--- src/rtl/snoop_dispatch_arbiter.sv ---
// Round-robin dispatcher that locks the snooper write port onto one ready bpfvm per packet
// and steers write strobes and the end-of-packet pulse to that VM only.
module snoop_dispatch_arbiter #(
    parameter int unsigned N_VMS      = 4,
    parameter int unsigned ADDR_WIDTH = 10,
    parameter int unsigned DATA_WIDTH = 64,
    localparam int unsigned SEL_W     = $clog2(N_VMS)
) (
    input  logic                  clk,
    input  logic                  rst,
    input  logic [ADDR_WIDTH-1:0] snooper_wr_addr,
    input  logic [DATA_WIDTH-1:0] snooper_wr_data,
    input  logic                  snooper_wr_en,
    input  logic                  snooper_done,
    output logic                  ready_for_snooper,
    input  logic [N_VMS-1:0]      vm_ready,
    output logic [ADDR_WIDTH-1:0] vm_wr_addr,
    output logic [DATA_WIDTH-1:0] vm_wr_data,
    output logic [N_VMS-1:0]      vm_wr_en,
    output logic [N_VMS-1:0]      vm_done,
    output logic [SEL_W-1:0]      grant_idx,
    output logic [31:0]           packets_dispatched,
    output logic [15:0]           dropped_writes
);

    typedef enum logic [1:0] {StIdle, StLocked, StRelease} state_e;

    state_e           state;
    logic [SEL_W-1:0] rr_ptr;
    logic             ready;
    logic [SEL_W-1:0] grant;
    logic [31:0]      pkt_cnt;
    logic [15:0]      drop_cnt;

    logic             pick_found;
    logic [SEL_W-1:0] pick_idx;
    logic [SEL_W-1:0] cand;
    logic [SEL_W-1:0] grant_next;

    // First ready VM at or after rr_ptr, wrapping modulo N_VMS.
    always_comb begin
        pick_found = 1'b0;
        pick_idx   = '0;
        cand       = '0;
        for (int unsigned i = 0; i < N_VMS; i++) begin
            cand = SEL_W'((32'(rr_ptr) + i) % N_VMS);
            if (!pick_found && vm_ready[cand]) begin
                pick_found = 1'b1;
                pick_idx   = cand;
            end
        end
    end

    assign grant_next = (grant == SEL_W'(N_VMS - 1)) ? '0 : grant + 1'b1;

    always_ff @(posedge clk) begin
        if (rst) begin
            state    <= StIdle;
            ready    <= 1'b0;
            grant    <= '0;
            rr_ptr   <= '0;
            pkt_cnt  <= '0;
            drop_cnt <= '0;
        end else begin
            unique case (state)
                StIdle: begin
                    if (pick_found) begin
                        grant <= pick_idx;
                        ready <= 1'b1;
                        state <= StLocked;
                    end
                end
                StLocked: begin
                    if (snooper_done) begin
                        rr_ptr  <= grant_next;
                        pkt_cnt <= pkt_cnt + 32'd1;
                        ready   <= 1'b0;
                        state   <= StRelease;
                    end
                end
                // One dead cycle so the just-released VM's stale ready is not re-arbitrated.
                StRelease: state <= StIdle;
                default:   state <= StIdle;
            endcase
            if (state != StLocked && (snooper_wr_en || snooper_done) && drop_cnt != 16'hFFFF) begin
                drop_cnt <= drop_cnt + 16'd1;
            end
        end
    end

    always_comb begin
        vm_wr_en = '0;
        vm_done  = '0;
        if (state == StLocked) begin
            vm_wr_en[grant] = snooper_wr_en;
            vm_done[grant]  = snooper_done;
        end
    end

    assign vm_wr_addr         = snooper_wr_addr;
    assign vm_wr_data         = snooper_wr_data;
    assign ready_for_snooper  = ready;
    assign grant_idx          = grant;
    assign packets_dispatched = pkt_cnt;
    assign dropped_writes     = drop_cnt;

endmodule

--- config.mk ---
export PLATFORM = sky130hd
export DESIGN_NAME = snoop_dispatch_arbiter
export DESIGN_NICKNAME = d
export VERILOG_FILES = /design/src/rtl/snoop_dispatch_arbiter.sv
export SDC_FILE = /design/constraint.sdc
export NUM_CORES = 1
export LEC_CHECK = 0
export BUFFER_PORTS_ARGS = -buffer_cell sky130_fd_sc_hd__buf_2
export CORE_MARGIN = 4
export CORE_UTILIZATION = 30
export DETAILED_ROUTE_END_ITERATION = 8
export PLACE_DENSITY = 0.61
export SETUP_SLACK_MARGIN = 0.15
export SYNTH_ARGS = -nofsm -noshare
export SYNTH_HDL_FRONTEND = slang
export SYNTH_SLANG_ARGS = --single-unit
--- constraint.sdc ---
create_clock -name clk -period 2.2 [get_ports clk]
set_input_delay 0.33 -clock clk [delete_from_list [all_inputs] [get_ports clk]]
set_output_delay 0.33 -clock clk [all_outputs]
set_load 0.01 [all_outputs]
==> qor.yml <==
sta:
  rsz0062_at_grt: "yes"
  drv_slew: 0
  slew_headroom: 0.5886
  fin_crit_sh: 0.8852
  hold_viol: 0
  worst_slew_pin_slew_ns: 0.6171
  tns_ns: 0
  fin_crit_ns: 1.948
  setup_violations: 0
  skew_ns: 0.006851
  whs_ns: 0.3922
  fmax_ghz: 0.5135
placement:
  port_buffers: 66
  gp_congestion: 0.7604
  dp_hpwl_mm: 6.193
route:
  vias_per_cell: 5.198
  antenna_left: 0
  vias: 2911
  totalWireLength_mm: 8.300
  drt_iter0_markers: 111
  firstDrtPassIters: 4
  wire_per_inst_um: 14.82
  drc: 0
floorplan:
  die_h_um: 114.6
  start_util: 0.3101
  num_io_pins: 215
  die_w_um: 114.6
  dieArea_sq_um: 13120
  rows: 38
  core_sq_um: 10980
worst_setup_path:
  path_cells: "ha_1 > nand4b_2 > or4_4 > buf_4 > or4_1 > a21oi_1"
  worstPathArrival_ns: 2.17
  crit_type: "reg2reg"
  cp_max_fo: 8
  end_kind: "flop"
  rr_worst_depth: 6
  slowest_delay_ns: 0.52
  crit_required_ns: 2.42
  cp_slowest_cell: "or4_4"
  cp-start-kind: "flop"
synth:
  syn_nets: 500
  netlist_instances: 412
  yosys.area.top_type: "dfxtp_1"
  synth_area_leaders: "dfxtp_1, buf_4, or4_1"
  synth.yosys.seq_area_share: 0.3233
  yosys_register_bits: 55
  yosysUniqueCellTypes: 51
  synth-edff-count: 0
  synthArstFlopShare: 0
  postSynthAreaPerCell_sq_um: 8.266
  synth_top_cell_area_share: 0.3233
  synth-warning-count: 0
  synthesis.area_sq_um: 3406
  synth_flop_cell: "dfxtp_1"
global_route:
  gr-total-overflow: 0
  grt_pass1_vias: 2721
  grt_first_pass_wirelength_mm: 13.36
  antenna_found_initial: 0
  grt_max_degree: 34
  track_usage: 0.1229
status:
  status: "finished clean"
power:
  p_total_uw: 2039
  ir_drop_uv: 257.4
  p_leak_uw: 0.001428
  p_per_area_nw_per_um2: 555.0
finish:
  drive_gt1_frac: 0.3000
  final_common_cell: "buf_2"
  area_growth_pct: 7.862
  postLayoutCoreUtil: 0.3345
  antenna_cells: 0
  final_cell_mix: "buf_2, dfxtp_1, a21oi_1"
  nets: 507
clocking:
  ctsHoldBuffers: 0
  cts_buffers: 5
  htreeDepth: 2
  clock_latency_ns: 0.29
  ctsLongestPathBuffers: 2
  cts.clk_slew.worst_paths_ns: 0.07
  cts_tree: "done"
  cts_num_sinks: 55
  clockRootBuffer: "clkbuf_16"
run:
  maxCapViolations: 0
min_path:
  hold_class: "in2reg"
  min_path_cells: 4
==> report_power, final <==
group / leakage [uW] / internal, uW / switching, uW
logic: 0.000903 / 66.6 / 94.8
registers: 0.000449 / 1010 / 20.6
clock network: 0.0000761 / 485 / 358
==> Yosys cell counts, types with 2 or more instances <==
master,n
a21oi_1,31
a221oi_1,2
a311oi_1,2
and2_1,5
and3_1,7
and4_1,4
buf_1,2
buf_2,3
buf_4,74
clkbuf_1,9
dfxtp_1,55
ha_1,6
inv_1,16
mux2_2,7
nand2_1,15
nand2b_1,4
nand3_1,14
nand4_1,11
nor2_1,30
nor2b_1,7
nor3_1,7
nor4_1,10
nor4b_1,2
o21ai_0,6
o31ai_1,18
o41ai_1,2
or2_2,2
or3_1,9
or4_1,21
xnor2_1,8
xor2_1,3
==> state kept, by name (all words and copies together), names as in the netlist <==
name	count
ready_for_snooper	1
state	2
grant_idx	2
rr_ptr	2
packets_dispatched	32
dropped_writes	16
==> per-layer routing <==
metal / GRT usage / vias to the layer above / routed length, um
met5: 0 / - / 0
met4: 0.05384 / 0 / 250
met3: 0.03383 / 41 / 539
met2: 0.1956 / 78 / 3856
met1: 0.1551 / 1363 / 3654
li1: - / 1429 / -
==> critical path: cells and delay by family (launching register included) <==
| family | cells | cell delay [ns] |
|---|---|---|
| adder cells (fa/ha/maj) | 1 | 0.17 |
| buffers and inverters | 1 | 0.18 |
| AO/OA/AOI/OAI | 1 | 0.15 |
| AND/OR/NAND/NOR | 3 | 1.06 |
| flip-flops | 1 | 0.33 |
==> logic make-up after synthesis <==
| kind of cell | after synthesis | share of synthesized area |
|---|---|---|
| xor gates and xnor gates | 11 | 0.02829 |
| DFF | 55 | 0.3233 |
| buffers and inverters | 105 | 0.2006 |
| muxes | 8 | 0.02609 |
| adders and majority gates | 6 | 0.02204 |
| and+or+nand+nor | 157 | 0.2700 |
| AOI/OAI and AO/OA | 70 | 0.1297 |
==> per-stage QoR <==
| stage | instances | area [sq um] | setup WS [ns] |
|---|---|---|---|
| floorplan | 412 | 3408 | 0.1698 |
| global route | 560 | 3674 | 0.1325 |
| CTS | 559 | 3616 | 0.1717 |
| global placement | 550 | 3448 | 0.1693 |
| detailed placement | 550 | 3448 | 0.1534 |
| finish | 560 | 3674 | 0.2525 |
==> final cells by class <==
cell class,instances,area [sq um]
fillers,1142,7310
multi-input cells,253,1667
flip-flops and latches,55,1112
repair buffers,88,499.2
well taps,140,175.2
clock buffers,7,152.6
inverters,16,60.06
clock inverters,1,7.507
==> timing repair <==
action,in CTS,in global routing
gates cloned,0,1
pin swaps,1,5
gates resized for setup,0,14
hold endpoints to repair,0,0
setup endpoints to repair,1,16
buffers inserted,1,0
==> final timing paths <==
path         slack (ns)                   from                     end
max                0.25  packets_dispatched[0]  packets_dispatched[22]
min                0.39            vm_ready[1]            grant_idx[1]
max reg2reg        0.25  packets_dispatched[0]  packets_dispatched[22]
min reg2reg        0.49      ready_for_snooper       ready_for_snooper
No activity file was read; power rests on OpenSTA's default activity.
